### src/rtl/crop_window_stream.sv
// Multi-channel raster crop with a per-frame shadowed window; passing beats appear 1 cycle after accept.
// One-entry output register: input stalls only while that register is full and the sink is not ready.
module crop_window_stream #(
  parameter int PIXEL_BIT_WIDTH = 12,
  parameter int CHANNELS        = 1,
  parameter int IN_ROWS         = 40,
  parameter int IN_COLS         = 40,
  parameter int DEF_X1          = 10,
  parameter int DEF_Y1          = 10,
  parameter int DEF_COLS        = 20,
  parameter int DEF_ROWS        = 20,
  localparam int PW             = PIXEL_BIT_WIDTH * CHANNELS,
  localparam int XW             = $clog2(IN_COLS + 1),
  localparam int YW             = $clog2(IN_ROWS + 1)
) (
  input  logic          clk,
  input  logic          reset,
  input  logic [PW-1:0] pixel_in,
  input  logic          in_valid,
  output logic          in_ready,
  input  logic          in_sof,
  input  logic [XW-1:0] cfg_x1,
  input  logic [YW-1:0] cfg_y1,
  input  logic [XW-1:0] cfg_cols,
  input  logic [YW-1:0] cfg_rows,
  output logic [PW-1:0] pixel_out,
  output logic          out_valid,
  input  logic          out_ready,
  output logic          out_sof,
  output logic          out_eol,
  output logic          frame_done
);

  localparam logic [XW-1:0] X_LAST = XW'(IN_COLS - 1);
  localparam logic [YW-1:0] Y_LAST = YW'(IN_ROWS - 1);
  localparam logic [XW:0]   X_SPAN = (XW+1)'(IN_COLS);
  localparam logic [XW:0]   X_ONE  = (XW+1)'(1);

  logic [XW-1:0] x, sh_x1, sh_cols, cx;
  logic [YW-1:0] y, sh_y1, sh_rows, cy;
  logic          sof_pending;
  logic [XW:0]   x_end, x_lim;
  logic [YW:0]   y_end;
  logic          accept, pass, last, is_eol, first;

  assign in_ready = out_ready | ~out_valid;

  always_comb begin
    accept = in_valid & in_ready;
    // in_sof forces the beat to (0,0) regardless of where the counters were
    cx     = in_sof ? '0 : x;
    cy     = in_sof ? '0 : y;
    // One extra bit keeps windows running off the frame edge from wrapping
    x_end  = {1'b0, sh_x1} + {1'b0, sh_cols};
    y_end  = {1'b0, sh_y1} + {1'b0, sh_rows};
    x_lim  = (x_end > X_SPAN) ? X_SPAN : x_end;
    pass   = (cx >= sh_x1) & ({1'b0, cx} < x_end) &
             (cy >= sh_y1) & ({1'b0, cy} < y_end);
    is_eol = ({1'b0, cx} == (x_lim - X_ONE));
    last   = (cx == X_LAST) & (cy == Y_LAST);
    first  = sof_pending | in_sof;
  end

  always_ff @(posedge clk or posedge reset) begin
    if (reset) begin
      x <= '0;
      y <= '0;
    end else if (accept) begin
      if (cx == X_LAST) begin
        x <= '0;
        y <= (cy == Y_LAST) ? '0 : cy + YW'(1);
      end else begin
        x <= cx + XW'(1);
        y <= cy;
      end
    end
  end

  // Window config only changes at the frame boundary, so a frame is cropped consistently
  always_ff @(posedge clk or posedge reset) begin
    if (reset) begin
      sh_x1   <= XW'(DEF_X1);
      sh_y1   <= YW'(DEF_Y1);
      sh_cols <= XW'(DEF_COLS);
      sh_rows <= YW'(DEF_ROWS);
    end else if (accept & last) begin
      sh_x1   <= cfg_x1;
      sh_y1   <= cfg_y1;
      sh_cols <= cfg_cols;
      sh_rows <= cfg_rows;
    end
  end

  always_ff @(posedge clk or posedge reset) begin
    if (reset) begin
      sof_pending <= 1'b1;
      frame_done  <= 1'b0;
    end else begin
      frame_done <= accept & last;
      if (accept) begin
        if (last)
          sof_pending <= 1'b1;
        else if (pass)
          sof_pending <= 1'b0;
        else if (in_sof)
          sof_pending <= 1'b1;
      end
    end
  end

  always_ff @(posedge clk or posedge reset) begin
    if (reset) begin
      pixel_out <= '0;
      out_valid <= 1'b0;
      out_sof   <= 1'b0;
      out_eol   <= 1'b0;
    end else if (accept & pass) begin
      pixel_out <= pixel_in;
      out_valid <= 1'b1;
      out_sof   <= first;
      out_eol   <= is_eol;
    end else if (out_ready) begin
      out_valid <= 1'b0;
      out_sof   <= 1'b0;
      out_eol   <= 1'b0;
    end
  end

endmodule
### config.mk
export PLATFORM = sky130hd
export DESIGN_NAME = crop_window_stream
export DESIGN_NICKNAME = d
export VERILOG_FILES = /design/src/rtl/crop_window_stream.sv
export SDC_FILE = /design/constraint.sdc
export NUM_CORES = 1
export LEC_CHECK = 0
export ABC_AREA = 1
export BUFFER_PORTS_ARGS = -buffer_cell sky130_fd_sc_hd__buf_2
export CAP_MARGIN = 10
export CORE_UTILIZATION = 40
export CTS_CLUSTER_DIAMETER = 200
export DETAILED_ROUTE_END_ITERATION = 7
export GPL_ROUTABILITY_DRIVEN = 0
export SLEW_MARGIN = 0
export SYNTH_ARGS = -nofsm -noshare
export SYNTH_HDL_FRONTEND = slang
export SYNTH_SLANG_ARGS = --single-unit
### constraint.sdc
create_clock -name clk -period 4.5 [get_ports clk]
set_input_delay 0.225 -clock clk [delete_from_list [all_inputs] [get_ports clk]]
set_output_delay 0.225 -clock clk [all_outputs]
set_load 0.02 [all_outputs]
== Yosys cells after proc, flatten, opt, wreduce, memory -nomap -nowiden ==
Cells that the tools add are included.

* Eq/ne operators: 3
* Bitwise logic cells: 10
* Mux-type cells: 13
* Reductions and logical operators: 3
* Add/sub/neg operators: 5
* $lt $le $gt $ge: 5

{| class="wikitable"
|+ Operator list
! operator !! number
|-
| $mux W6 || 5
|-
| $add A6 B6 Y7 || 2
|-
| $lt A6 B7 Y1 || 2
|-
| $add A6 B1 Y6 const B || 2
|-
| $eq A6 B6 Y1 const B || 2
|-
| $ge A6 B6 Y1 || 2
|-
| $and A1 B1 Y1 || 7
|-
| $eq A6 B7 Y1 || 1
|-
| $gt A7 B6 Y1 const B || 1
|-
| $mux W1 || 7
|-
| $mux W7 || 1
|-
| $sub A7 B1 Y7 const B || 1
|-
| $reduce_bool A3 Y1 || 1
|-
| $or A1 B1 Y1 || 2
|-
| $reduce_and A2 Y1 || 1
|-
| $reduce_bool A2 Y1 || 1
|-
| $not A1 Y1 || 1
|}

* Word-level logic and storage cells: 51
* Register bits after elaboration: 53
* Bits of input ports: 41
* Output and inout port bits: 17

== Logic depth before layout (Yosys ltp) ==
* Depth in word-level cells: 7
* Mapped depth: 18

== Worst setup path before layout ==
No wires, ideal clock.

* Kind: reg-to-reg
* From: register sh_y1[0]
* To: register pixel_out[0]
* Clock period less this slack: 2,596 ps
* Stages on the path, launching flop included: 14
* Path slack: 1,904 ps
* Data arrival time: 2,480 ps
* Library setup time: 116 ps
* Path through: dfrtp_1 > ha_1 > fa_1 > a31oi_1 > xor2_1 > ha_1 > a21o_1 > nand4_1 > nand2_1 > nor2_1 > nand4_4 > buf_2 > nand2_1 > nand2_1

* Cells in the longest elaborated chain, start to end: 4
* Elaborated cells on any way between the ends: 6
* Classes of those cells: add/sub (1); order compare (2); bitwise (3)

{| class="wikitable"
|+ RTL lines
! item !! RTL line !! source
|-
| from (decl) || 40 || <nowiki>logic [YW-1:0] y, sh_y1, sh_rows, cy;</nowiki>
|-
| from (signal assigned) || 83 || <nowiki>sh_y1 <= YW'(DEF_Y1);</nowiki>
|-
| from (signal assigned) || 88 || <nowiki>sh_y1 <= cfg_y1;</nowiki>
|-
| $add A6 B6 Y7 or $ge A6 B6 Y1 (tied branches) || 55, 58 ||
|-
| $lt A6 B7 Y1 or $and A1 B1 Y1 (tied branches) || 58, 57 ||
|-
| $and A1 B1 Y1 (*) || 58 || <nowiki>(cy >= sh_y1) & ({1'b0, cy} < y_end);</nowiki>
|-
| $and A1 B1 Y1 (*) || 117 || <nowiki>end else if (accept & pass) begin</nowiki>
|-
| to (signal assigned) || 118 || <nowiki>pixel_out <= pixel_in;</nowiki>
|-
| to (decl) || 26 || <nowiki>output logic [PW-1:0] pixel_out,</nowiki>
|}

Every way passes the cells marked *; elsewhere a longest branch is shown, timed or not.
A chain may end at the register's enable or synchronous reset.

== Worst setup path in the final report ==
* From: register sh_y1[0]
* To: register out_sof

* Cells in the longest elaborated chain, start to end: 5
* Elaborated cells on any way between the ends: 8
* Classes of those cells: add/sub (1); order compare (2); mux (1); bitwise (3); reduce/logical (1)

{| class="wikitable"
|+ RTL lines
! item !! RTL line !! source
|-
| $add A6 B6 Y7 or $ge A6 B6 Y1 (tied branches) || 55, 58 ||
|-
| $lt A6 B7 Y1 or $and A1 B1 Y1 (tied branches) || 58, 57 ||
|-
| $and A1 B1 Y1 (*) || 58 ||
|-
| $and A1 B1 Y1 (*) || 117 ||
|-
| $mux W1 or $reduce_bool A2 Y1 (tied branches) || - ||
|-
| to (signal assigned) || 120 || <nowiki>out_sof <= first;</nowiki>
|-
| to (decl) || 29 || <nowiki>output logic out_sof,</nowiki>
|}

Marks and branches as above.

==> reports/qor.yml <==
outcome: "finished clean"
cp.depth: 13
synth_seq_cells: 53
slew_headroom: 0.5307
num_antenna_cells: 0
yosys_warnings: 0
reg2reg_from: "sh_y1[0]$_DFFE_PP0P_"
synth_top_area_frac: 0.3099
path_delay_family: "adder cells"
yosysTopAreaCell: "dfrtp_1"
setup_viol: 0
synth_edf_count: 0
drive_above_1_share: 0.1804
syn_avg_cell_area_um2: 7.862
max_cap_violations: 0
wl_met3_um: 128
max_freq_mhz: 336.0
cp_slowest_cell: "fa_1"
fin_crit_sh: 0.6613
hpwl_mm: 5.752
ys_top_cells_by_count: "nand2_1, inv_1, dfrtp_1, ha_1, nand3_1"
wl_mm: 7.386
nets: 587
min_path_type: "primary input to asynchronous set/reset pin"
wl_met2_mm: 3.789
tns_ps: 0
insertion_delay_ps: 300
ys.flop_type: "dfrtp_1"
hold_viol_final: 0
core_mm2: 0.008678
required_ps: 4750
num_vias: 3006
clk_path_buf_depth: 2
crit_path_start_kind: "flip-flop"
netlist_instances: 452
start_util: 0.4095
area_growth_pct: 13.24
crit_path_max_fanout: 18
die_h_um: 96.25
critPathBufInv: 1
slew_viol_final: 0
end_kind: "flip-flop"
fillCellCount: 914
clk_pin_slew_ps: 90
synthArstFlopShare: 1.000
r2r_end: "out_sof$_DFFE_PP0P_"
cts.repair.resized: 0
synth_nets: 530
rows: 34
worstMarginPinSlew_ps: 702.3
groute.usage.overall: 0.1743
synth_area_mm2: 0.003553
cts.sinks: 53
rsz0062_at_grt: "false"
ys_types: 40
cpPeakStageDelay_ps: 440
crit_type: "flip-flop to flip-flop"
drt-wirelength-per-cell_um: 11.95
dieArea_mm2: 0.009264
vdd_drop_max_uv: 178.1
synth.area.top_cells: "dfrtp_1, nand2_1, ha_1"
antenna_found_initial: 0
highest_layer: "met4"
grt_overflow: 0
cts_buffers: 5
grt_pass1_wl_mm: 12.53
seq_area_frac_synth: 0.3764
via_per_inst: 4.864
cp.arrival_ps: 3230
cts-root-buf: "clkbuf_8"
cts_tree: "yes"
first_iter_violations: 107
cts_setup_buffers: 0
portBuffers: 57
cts_hold_buf: 0
crit_path_cell_trace: "ha_1, fa_1, a31oi_1, xor2_1, ha_1, a21o_1, nand4_1, nand2_1, nor2_1, nand4_4, inv_2, o21ai_0, nand2_1"
grt_pass1_vias: 2843
drc: 0
clock_skew_ps: 5.975
layout_min_cycle_time_ps: 2976
boundaryPins: 58
drt-met1-wl_mm: 3.388
synth_most_common_cell: "nand2_1"
first_pass_iters: 4
power_density_mw_per_mm2: 212.4
die_x_um: 96.25
r2r_cells: 13
power_leakage_nw: 2.340
htreeDepth: 2
fin_util: 0.4637
drtAntennaViolNets: 0
grt_max_degree: 54
r2r_slack_ps: 1520
-- worst max-delay path by stage --
stage | slack (ps) | startpoint | to
2_1_floorplan | 1900 | sh_y1[0]$_DFFE_PP0P_ | pixel_out[0]$_DFFE_PP0P_
3_3_place_gp | 1520 | sh_y1[0]$_DFFE_PP0P_ | out_sof$_DFFE_PP0P_
3_5_place_dp | 1520 | in_sof | sh_rows[5]$_DFFE_PP0P_
4_1_cts | 1490 | sh_rows[2]$_DFFE_PP1P_ | out_sof$_DFFE_PP0P_
5_1_grt | 1280 | sh_y1[0]$_DFFE_PP0P_ | out_sof$_DFFE_PP0P_
6_report | 1520 | sh_y1[0]$_DFFE_PP0P_ | out_sof$_DFFE_PP0P_
-- logic make-up (layout without fill, tap and decap cells) --
| group | count (synthesis) | count (layout) | synth area share |
|---|---|---|---|
| XOR/XNOR | 15 | 15 | 0.03697 |
| AO/OA/AOI/OAI | 50 | 50 | 0.08169 |
| AND/OR/NAND/NOR | 236 | 236 | 0.2961 |
| adder cells (fa/ha/maj) | 37 | 37 | 0.1345 |
| flip-flops | 53 | 53 | 0.3764 |
| buffers and inverters | 61 | 119 | 0.07429 |
-- sequential cells by signal, summed over array words and instances (netlist names) --
register     flops
frame_done       1
out_eol          1
out_sof          1
out_valid        1
pixel_out       12
sh_cols          6
sh_rows          6
sh_x1            6
sh_y1            6
sof_pending      1
x                6
y                6
-- final cells by class --
cell class              instances  area (um2)  area share
clock buffers                   6       72.57     0.01803
clock inverters                 2       35.03    0.008706
inverters                      53       198.9     0.04944
multi-input cells             338        1952      0.4851
flip-flops and latches         53        1338      0.3324
well taps                     108       135.1     0.03358
repair buffers                 58       292.8     0.07276
-- per-layer routing --
layer / vias up / global-route usage
met5: - / 0
li1: 1574 / -
met1: 1396 / 0.2233
met3: 7 / 0.02370
met2: 29 / 0.3073
met4: 0 / 0.04478
-- cell usage in the layout (no fill, tap or decap), drive strengths merged, types with 4 or more instances in the layout --
master / count
a21oi: 14
buf: 58
clkbuf: 6
dfrtp: 44
dfstp: 9
ha: 35
inv: 53
nand2: 165
nand3: 28
nand4: 9
nor2: 26
nor3: 4
o21ai: 21
o22ai: 5
xnor2: 5
xor2: 10
-- tightest hold or removal path, delay by kind of cell --
kind / cells / cell delay (ps)
buffers and inverters: 3 / 670
-- report_power, final --
part	internal (mW)	total (mW)	switching (mW)
Clock	0.165	0.317	0.152
Sequential	0.480	0.481	0.00150
Combinational	0.0210	0.0560	0.0350
-- per-stage QoR --
step                hold slack (ps)  total power [mW]  instance area [um2]  std cells  worst slack, ps
finish                        91.72            0.8546                 4024        618             1524
global placement              422.6            0.5472                 3916        610             1515
global route                  106.4            0.8916                 4024        618             1283
CTS                           98.53            0.8693                 4024        618             1488
detailed placement            428.1            0.5482                 3916        610             1524
floorplan                     319.5            0.5220                 3553        452             1904
(Power assumes the default switching activity.)
